--- src/rtl/d16_bus_pkg.sv ---
// d16 bus shared definitions: arbiter state encoding and default bus widths.
// Ports: none (package only).
// Imported by the arbiter interface, top and timeout counter.
package d16_bus_pkg;

  localparam int ADDR_W_DEF = 16;
  localparam int DATA_W_DEF = 16;

  typedef logic [1:0] state_t;

  // GNT0/GNT1 are one-hot so the state value doubles as the {m1, m0} grant vector.
  localparam state_t ST_IDLE = 2'd0;
  localparam state_t ST_GNT0 = 2'd1;
  localparam state_t ST_GNT1 = 2'd2;

endpackage

--- src/rtl/wb_arbiter2_if.sv ---
// Wishbone-classic bundle seen by the two-master arbiter: both master ports, the shared slave port, grant.
// Ports: i_m{0,1}_{cyc,stb,we,addr,dat} requests in, o_m{0,1}_{dat,ack,err} responses out,
//        o_s_{cyc,stb,we,addr,dat} to the slave, i_s_{dat,ack} from the slave, o_gnt one-hot grant.
interface wb_arbiter2_if
  import d16_bus_pkg::*;
#(
  parameter int ADDR_W = ADDR_W_DEF,
  parameter int DATA_W = DATA_W_DEF
);

  logic              i_m0_cyc, i_m0_stb, i_m0_we;
  logic [ADDR_W-1:0] i_m0_addr;
  logic [DATA_W-1:0] i_m0_dat;
  logic [DATA_W-1:0] o_m0_dat;
  logic              o_m0_ack, o_m0_err;

  logic              i_m1_cyc, i_m1_stb, i_m1_we;
  logic [ADDR_W-1:0] i_m1_addr;
  logic [DATA_W-1:0] i_m1_dat;
  logic [DATA_W-1:0] o_m1_dat;
  logic              o_m1_ack, o_m1_err;

  logic              o_s_cyc, o_s_stb, o_s_we;
  logic [ADDR_W-1:0] o_s_addr;
  logic [DATA_W-1:0] o_s_dat;
  logic [DATA_W-1:0] i_s_dat;
  logic              i_s_ack;

  logic [1:0]        o_gnt;

  // Arbiter side: sits as slave to both masters and drives the shared slave bus.
  modport slave (
    input  i_m0_cyc, i_m0_stb, i_m0_we, i_m0_addr, i_m0_dat,
    output o_m0_dat, o_m0_ack, o_m0_err,
    input  i_m1_cyc, i_m1_stb, i_m1_we, i_m1_addr, i_m1_dat,
    output o_m1_dat, o_m1_ack, o_m1_err,
    output o_s_cyc, o_s_stb, o_s_we, o_s_addr, o_s_dat,
    input  i_s_dat, i_s_ack,
    output o_gnt
  );

  // Environment side: the masters' requests and the slave's responses.
  modport master (
    output i_m0_cyc, i_m0_stb, i_m0_we, i_m0_addr, i_m0_dat,
    input  o_m0_dat, o_m0_ack, o_m0_err,
    output i_m1_cyc, i_m1_stb, i_m1_we, i_m1_addr, i_m1_dat,
    input  o_m1_dat, o_m1_ack, o_m1_err,
    input  o_s_cyc, o_s_stb, o_s_we, o_s_addr, o_s_dat,
    output i_s_dat, i_s_ack,
    input  o_gnt
  );

endinterface

--- src/rtl/wb_timeout.sv ---
// Strobe watchdog: counts consecutive unacknowledged strobe cycles and pulses err on the TIMEOUT-th one.
// Ports: i_clk/i_reset_n, i_en (a master is granted), i_stb (granted master's strobe), i_ack (slave ack),
//        i_clr (granted master dropping cyc), o_err_pulse (combinational, same cycle as the threshold).
module wb_timeout
  import d16_bus_pkg::*;
#(
  parameter int TIMEOUT = 15
) (
  input  logic i_clk,
  input  logic i_reset_n,
  input  logic i_en,
  input  logic i_stb,
  input  logic i_ack,
  input  logic i_clr,
  output logic o_err_pulse
);

  localparam logic [7:0] LP_LAST = 8'(TIMEOUT - 1);

  logic [7:0] r_wait_cnt;
  logic       w_waiting;

  // The counter holds the number of earlier unacked strobe cycles, so the
  // threshold compare fires in the TIMEOUT-th such cycle; an ack in that cycle wins.
  assign w_waiting   = i_en & i_stb & ~i_ack;
  assign o_err_pulse = w_waiting & (r_wait_cnt == LP_LAST);

  always_ff @(posedge i_clk or negedge i_reset_n) begin
    if (!i_reset_n) begin
      r_wait_cnt <= 8'd0;
    end else if (!w_waiting || o_err_pulse || i_clr) begin
      r_wait_cnt <= 8'd0;
    end else begin
      r_wait_cnt <= r_wait_cnt + 8'd1;
    end
  end

endmodule

--- src/rtl/wb_arbiter2.sv ---
// Two-master round-robin arbiter for the d16 Wishbone-classic bus; grant is held for a whole cyc burst.
// Ports: i_clk, i_reset_n (async active-low), bus (wb_arbiter2_if.slave: both masters, slave bus, o_gnt).
// Latency: one cycle request-to-grant, one dead cycle between bursts; data/ack/stb paths are combinational.
module wb_arbiter2
  import d16_bus_pkg::*;
#(
  parameter int ADDR_W  = ADDR_W_DEF,
  parameter int DATA_W  = DATA_W_DEF,
  parameter int TIMEOUT = 15
) (
  input  logic           i_clk,
  input  logic           i_reset_n,
  wb_arbiter2_if.slave   bus
);

  state_t            r_state, w_next;
  logic              r_last, w_last;   // master granted most recently
  logic [1:0]        w_gnt;
  logic              w_sel_cyc, w_sel_stb, w_sel_we;
  logic [ADDR_W-1:0] w_sel_addr;
  logic [DATA_W-1:0] w_sel_dat;
  logic              w_err;

  // State register
  always_ff @(posedge i_clk or negedge i_reset_n) begin
    if (!i_reset_n) begin
      r_state <= ST_IDLE;
      r_last  <= 1'b1;               // m0 wins the first tie
    end else begin
      r_state <= w_next;
      r_last  <= w_last;
    end
  end

  // Next state: the grant is released only when the owner drops cyc.
  always_comb begin
    w_next = r_state;
    w_last = r_last;
    case (r_state)
      ST_IDLE: begin
        if (bus.i_m0_cyc && bus.i_m1_cyc) w_next = r_last ? ST_GNT0 : ST_GNT1;
        else if (bus.i_m0_cyc)            w_next = ST_GNT0;
        else if (bus.i_m1_cyc)            w_next = ST_GNT1;
      end
      ST_GNT0: begin
        if (!bus.i_m0_cyc) begin
          w_next = ST_IDLE;
          w_last = 1'b0;
        end
      end
      ST_GNT1: begin
        if (!bus.i_m1_cyc) begin
          w_next = ST_IDLE;
          w_last = 1'b1;
        end
      end
      default: w_next = ST_IDLE;
    endcase
  end

  assign w_gnt = {r_state == ST_GNT1, r_state == ST_GNT0};

  // Request mux: everything reads zero when idle, so the slave sees no cyc/stb.
  always_comb begin
    w_sel_cyc  = 1'b0;
    w_sel_stb  = 1'b0;
    w_sel_we   = 1'b0;
    w_sel_addr = '0;
    w_sel_dat  = '0;
    if (w_gnt[1]) begin
      w_sel_cyc  = bus.i_m1_cyc;
      w_sel_stb  = bus.i_m1_stb;
      w_sel_we   = bus.i_m1_we;
      w_sel_addr = bus.i_m1_addr;
      w_sel_dat  = bus.i_m1_dat;
    end else if (w_gnt[0]) begin
      w_sel_cyc  = bus.i_m0_cyc;
      w_sel_stb  = bus.i_m0_stb;
      w_sel_we   = bus.i_m0_we;
      w_sel_addr = bus.i_m0_addr;
      w_sel_dat  = bus.i_m0_dat;
    end
  end

  wb_timeout #(
    .TIMEOUT (TIMEOUT)
  ) u_timeout (
    .i_clk       (i_clk),
    .i_reset_n   (i_reset_n),
    .i_en        (|w_gnt),
    .i_stb       (w_sel_stb),
    .i_ack       (bus.i_s_ack),
    .i_clr       (~w_sel_cyc),
    .o_err_pulse (w_err)
  );

  // Outputs: the strobe is withdrawn in the error cycle so the slave never
  // completes a transfer the master has already been told failed.
  always_comb begin
    bus.o_gnt    = w_gnt;
    bus.o_s_cyc  = w_sel_cyc;
    bus.o_s_stb  = w_sel_stb & ~w_err;
    bus.o_s_we   = w_sel_we;
    bus.o_s_addr = w_sel_addr;
    bus.o_s_dat  = w_sel_dat;
    bus.o_m0_ack = w_gnt[0] & bus.i_s_ack;
    bus.o_m0_err = w_gnt[0] & w_err;
    bus.o_m0_dat = w_gnt[0] ? bus.i_s_dat : '0;
    bus.o_m1_ack = w_gnt[1] & bus.i_s_ack;
    bus.o_m1_err = w_gnt[1] & w_err;
    bus.o_m1_dat = w_gnt[1] ? bus.i_s_dat : '0;
  end

endmodule

--- src/flat_wrapper.sv ---
// flat-port wrapper written by rule: the top's interface ports become plain ports
module wb_arbiter2_flat import d16_bus_pkg::*;
#(
  parameter int ADDR_W  = ADDR_W_DEF,
  parameter int DATA_W  = DATA_W_DEF,
  parameter int TIMEOUT = 15
)
  (i_clk, i_reset_n, bus_i_m0_cyc, bus_i_m0_stb, bus_i_m0_we, bus_i_m0_addr, bus_i_m0_dat, bus_o_m0_dat, bus_o_m0_ack, bus_o_m0_err, bus_i_m1_cyc, bus_i_m1_stb, bus_i_m1_we, bus_i_m1_addr, bus_i_m1_dat, bus_o_m1_dat, bus_o_m1_ack, bus_o_m1_err, bus_o_s_cyc, bus_o_s_stb, bus_o_s_we, bus_o_s_addr, bus_o_s_dat, bus_i_s_dat, bus_i_s_ack, bus_o_gnt);
  wb_arbiter2_if #(.ADDR_W(ADDR_W), .DATA_W(DATA_W)) bus_i ();
  input  logic i_clk;
  input  logic i_reset_n;
  input wire logic [$bits(bus_i.i_m0_cyc)-1:0] bus_i_m0_cyc;
  input wire logic [$bits(bus_i.i_m0_stb)-1:0] bus_i_m0_stb;
  input wire logic [$bits(bus_i.i_m0_we)-1:0] bus_i_m0_we;
  input wire logic [$bits(bus_i.i_m0_addr)-1:0] bus_i_m0_addr;
  input wire logic [$bits(bus_i.i_m0_dat)-1:0] bus_i_m0_dat;
  output wire logic [$bits(bus_i.o_m0_dat)-1:0] bus_o_m0_dat;
  output wire logic [$bits(bus_i.o_m0_ack)-1:0] bus_o_m0_ack;
  output wire logic [$bits(bus_i.o_m0_err)-1:0] bus_o_m0_err;
  input wire logic [$bits(bus_i.i_m1_cyc)-1:0] bus_i_m1_cyc;
  input wire logic [$bits(bus_i.i_m1_stb)-1:0] bus_i_m1_stb;
  input wire logic [$bits(bus_i.i_m1_we)-1:0] bus_i_m1_we;
  input wire logic [$bits(bus_i.i_m1_addr)-1:0] bus_i_m1_addr;
  input wire logic [$bits(bus_i.i_m1_dat)-1:0] bus_i_m1_dat;
  output wire logic [$bits(bus_i.o_m1_dat)-1:0] bus_o_m1_dat;
  output wire logic [$bits(bus_i.o_m1_ack)-1:0] bus_o_m1_ack;
  output wire logic [$bits(bus_i.o_m1_err)-1:0] bus_o_m1_err;
  output wire logic [$bits(bus_i.o_s_cyc)-1:0] bus_o_s_cyc;
  output wire logic [$bits(bus_i.o_s_stb)-1:0] bus_o_s_stb;
  output wire logic [$bits(bus_i.o_s_we)-1:0] bus_o_s_we;
  output wire logic [$bits(bus_i.o_s_addr)-1:0] bus_o_s_addr;
  output wire logic [$bits(bus_i.o_s_dat)-1:0] bus_o_s_dat;
  input wire logic [$bits(bus_i.i_s_dat)-1:0] bus_i_s_dat;
  input wire logic [$bits(bus_i.i_s_ack)-1:0] bus_i_s_ack;
  output wire logic [$bits(bus_i.o_gnt)-1:0] bus_o_gnt;
  assign bus_i.i_m0_cyc = bus_i_m0_cyc;
  assign bus_i.i_m0_stb = bus_i_m0_stb;
  assign bus_i.i_m0_we = bus_i_m0_we;
  assign bus_i.i_m0_addr = bus_i_m0_addr;
  assign bus_i.i_m0_dat = bus_i_m0_dat;
  assign bus_o_m0_dat = bus_i.o_m0_dat;
  assign bus_o_m0_ack = bus_i.o_m0_ack;
  assign bus_o_m0_err = bus_i.o_m0_err;
  assign bus_i.i_m1_cyc = bus_i_m1_cyc;
  assign bus_i.i_m1_stb = bus_i_m1_stb;
  assign bus_i.i_m1_we = bus_i_m1_we;
  assign bus_i.i_m1_addr = bus_i_m1_addr;
  assign bus_i.i_m1_dat = bus_i_m1_dat;
  assign bus_o_m1_dat = bus_i.o_m1_dat;
  assign bus_o_m1_ack = bus_i.o_m1_ack;
  assign bus_o_m1_err = bus_i.o_m1_err;
  assign bus_o_s_cyc = bus_i.o_s_cyc;
  assign bus_o_s_stb = bus_i.o_s_stb;
  assign bus_o_s_we = bus_i.o_s_we;
  assign bus_o_s_addr = bus_i.o_s_addr;
  assign bus_o_s_dat = bus_i.o_s_dat;
  assign bus_i.i_s_dat = bus_i_s_dat;
  assign bus_i.i_s_ack = bus_i_s_ack;
  assign bus_o_gnt = bus_i.o_gnt;
  wb_arbiter2 #(.ADDR_W(ADDR_W), .DATA_W(DATA_W), .TIMEOUT(TIMEOUT)) u_core (.i_clk(i_clk), .i_reset_n(i_reset_n), .bus(bus_i));
endmodule
--- config.mk ---
export PLATFORM = sky130hd
export DESIGN_NAME = wb_arbiter2_flat
export DESIGN_NICKNAME = d
export VERILOG_FILES = /design/src/rtl/d16_bus_pkg.sv /design/src/rtl/wb_arbiter2_if.sv /design/src/rtl/wb_timeout.sv /design/src/rtl/wb_arbiter2.sv /design/src/flat_wrapper.sv
export SDC_FILE = /design/constraint.sdc
export NUM_CORES = 1
export LEC_CHECK = 0
export ABC_AREA = 0
export BUFFER_PORTS_ARGS = -buffer_cell sky130_fd_sc_hd__buf_2
export CAP_MARGIN = 5
export CORE_ASPECT_RATIO = 0.75
export CORE_MARGIN = 8
export CORE_UTILIZATION = 36
export CTS_CLUSTER_SIZE = 10
export DETAILED_ROUTE_END_ITERATION = 8
export PLACE_DENSITY_LB_ADDON = 0.12
export SKIP_LAST_GASP = 1
export SYNTH_ARGS = -nofsm -noshare
export SYNTH_HDL_FRONTEND = slang
export SYNTH_SLANG_ARGS = --single-unit
--- constraint.sdc ---
create_clock -name i_clk -period 3.8 [get_ports i_clk]
set_input_delay 0.57 -clock i_clk [delete_from_list [all_inputs] [get_ports i_clk]]
set_output_delay 0.57 -clock i_clk [all_outputs]
set_load 0.05 [all_outputs]
==> run_results.csv <==
group,metric,value,unit
status,status,"complete, no violations",
place,routabilityCongestion,0.8613,
sta,finalCritPeriodShare,75.89,%
synth,async_reset_ff_share,100.0,%
run,max-cap-violations,0,
routing,route.detailed.drc,0,
layout,area_growth,62.85,%
die,die-area,6118,um^2
clock_network,cts-root-buf,"clkbuf_8",
grt,grt_pass1_vias,1929,
clock_network,post_cts_buffers,0,
synth,synth_cells,208,
critical_path,crit_required,3.23,ns
layout,utilization,61.32,%
synth,syn-cell-area,1388,um^2
place,portBuffers,161,
place,dp_cells,408,
die,rows,19,
sta,hold_viol,0,
layout,num-nets-final,455,
grt,antenna_found_initial,0,
synth,synth_edf_count,0,
routing,first_pass_iters,6,
routing,avgRoutedWirePerCell,14.91,um
sta,drv_slew,0,
routing,wl,6.141,mm
routing,avgViaCountPerCell,4.728,
clock_network,cts-resized-gates,0,
place,dpl-instance-area,2215,um^2
layout,drive_above_1_share,48.61,%
grt,grt_max_degree,51,
clock_network,clk_pin_slew,0.05,ns
clock_network,postCtsHoldBufs,0,
sta,max-slew-margin-rel,50.07,%
clock_network,clock_latency,0.24,ns
critical_path,worst_r2r_startpoint,"u_core.r_state[1]",
sta,min_period,2.884,ns
critical_path,cp_slowest_cell,"ha_1",
clock_network,clock-sinks,11,
layout,final_common_cell,"buf_2",
synth,yosysWarningCount,0,
critical_path,end_kind,"output port",
pwr,power_leakage,1.271,nW
sta,setup_violations,0,
critical_path,worstSetupPathType,"reg -> out",
sta,worst_slew_pin_slew,0.7489,ns
grt,grt_pass1_wl,9.701,mm
min_path,min_path_type,"in -> async",
critical_path,worstPathArrival,2.31,ns
synth,syn_nets,302,
die,die_height,69.77,um
synth,ys_seq_area_share,19.93,%
synth,synth_ff_type,"dfrtp_1",
synth,ys_types,34,
critical_path,timing.critical_path.from_type,"register",
die,start_util,37.66,%
layout,stdcell_count,412,
grt,grt_overflow,0,
layout,antenna_cells,0,
pwr,power.density,909.4,nW/um^2
critical_path,path_cells,"inv_1 > ha_1 > buf_4 > nand2_1 > o21ai_0 > buf_2",
die,ios,162,
clock_network,cts_tree,"built",
die,die_w,87.69,um
clock_network,clock_path_buffers,2,
clock_network,cts_max_level,1,
sta,max_freq,346.8,MHz
routing,vias,1948,
layout,fin_area,2260,um^2
sta,fin_skew,0.005122,ns
synth,syn_avg_cell_area,6.671,um^2
critical_path,crit_start,"u_core.r_state[1]",
critical_path,timing.critical_path.fanout_max,29,
place,post-dp-hpwl,5.141,mm
routing,ant_nets,0,
sta,tns,0,ns
clock_network,cts_buffers,3,
routing,drt_iter0_drc,71,
die,core-area,3685,um^2
synth,synth.ff_latch_count,11,
sta,rsz0062_at_grt,"no",
grt,grt_use_total,19.57,%
layout,final_cell_mix,"buf_2 (161), nand2_1 (59), and2_1 (35)",
critical_path,cpPeakStageDelay,0.64,ns
pwr,vdd_drop_max,0.0005225,V
where the power goes:
group,internal [mW],leakage [nW],switching [mW],total (mW)
Combinational,0.401,1.10,1.39,1.79
Clock,0.0737,0.0228,0.0441,0.118
Sequential,0.136,0.148,0.0139,0.150
sequential cells by signal (all words and copies together), names as in the netlist:
register and flops:
u_core.u_timeout.r_wait_cnt 8, u_core.r_state 2, u_core.r_last 1
synthesized netlist by cell type, drive strengths merged, types with 4 or more instances:
library cell	count	share of area (%)
a2111oi	4	3.9
a22o	7	4.4
and2	35	16
buf	7	2.5
clkbuf	9	2.4
dfrtp	10	18
ha	5	4.5
inv	6	1.6
nand2	59	16
nand3	5	1.8
nor4	6	3.2
o21ai	31	11
worst paths after layout:
path / endpoint / slack [ns] / cells after the start
setup / recovery: bus_o_s_addr[8] / 0.92 / 6
hold / removal: u_core.u_timeout.r_wait_cnt[0] / 0.19 / 1
setup reg to reg: u_core.u_timeout.r_wait_cnt[6] / 1.65 / 5
hold reg to reg: u_core.r_state[0] / 0.53 / 1
max in group asynchronous: u_core.r_last / 3.34 / 1
min in group i_clk: u_core.r_state[0] / 0.53 / 1
routing by layer:
metal	wire length, um	vias up	global-route usage (%)	part of all wire, %
met5	0	-	0	0
met4	145	0	6.654	2.4
met3	517	14	4.734	8.4
met2	2944	92	34.14	48
met1	2534	831	22.34	41
li1	-	1011	-	-
cell type report:
class | instances | area [um^2]
Clock buffer | 4 | 45.04
Timing Repair Buffer | 164 | 828.3
Sequential cell | 11 | 276.5
Multi-Input combinational cell | 175 | 1022
Inverter | 6 | 22.52
Tap cell | 52 | 65.06
Fill cell | 364 | 1425
critical path, delay by kind of cell, from the launching register on:
kind                     cells  cell delay [ns]
flip-flops                   1             0.41
buffers and inverters        3             0.79
AO/OA/AOI/OAI                1             0.16
adder cells (fa/ha/maj)      1             0.64
AND/OR/NAND/NOR              1             0.08
cell families after synthesis:
logic type      count (synthesis)  synth area share [%]
compound gates                 49                 23.44
xor+xnor                        3                 1.894
fa+ha+maj                       5                 4.509
buf+inv                        22                 6.583
flops                          11                 19.93
mux                             1                0.8115
simple gates                  117                 42.83
stage by stage:
step                hold slack [ns]  setup slack [ns]  power (mW)
global route                 0.2119            0.6379       2.184
floorplan                    0.2744            0.5287       1.563
global placement             0.4513             1.199       1.944
CTS                          0.1969            0.9179       2.068
finish                       0.1916            0.9163       2.055
detailed placement           0.4549             1.173       1.946
No activity file was read; power rests on OpenSTA's default activity.
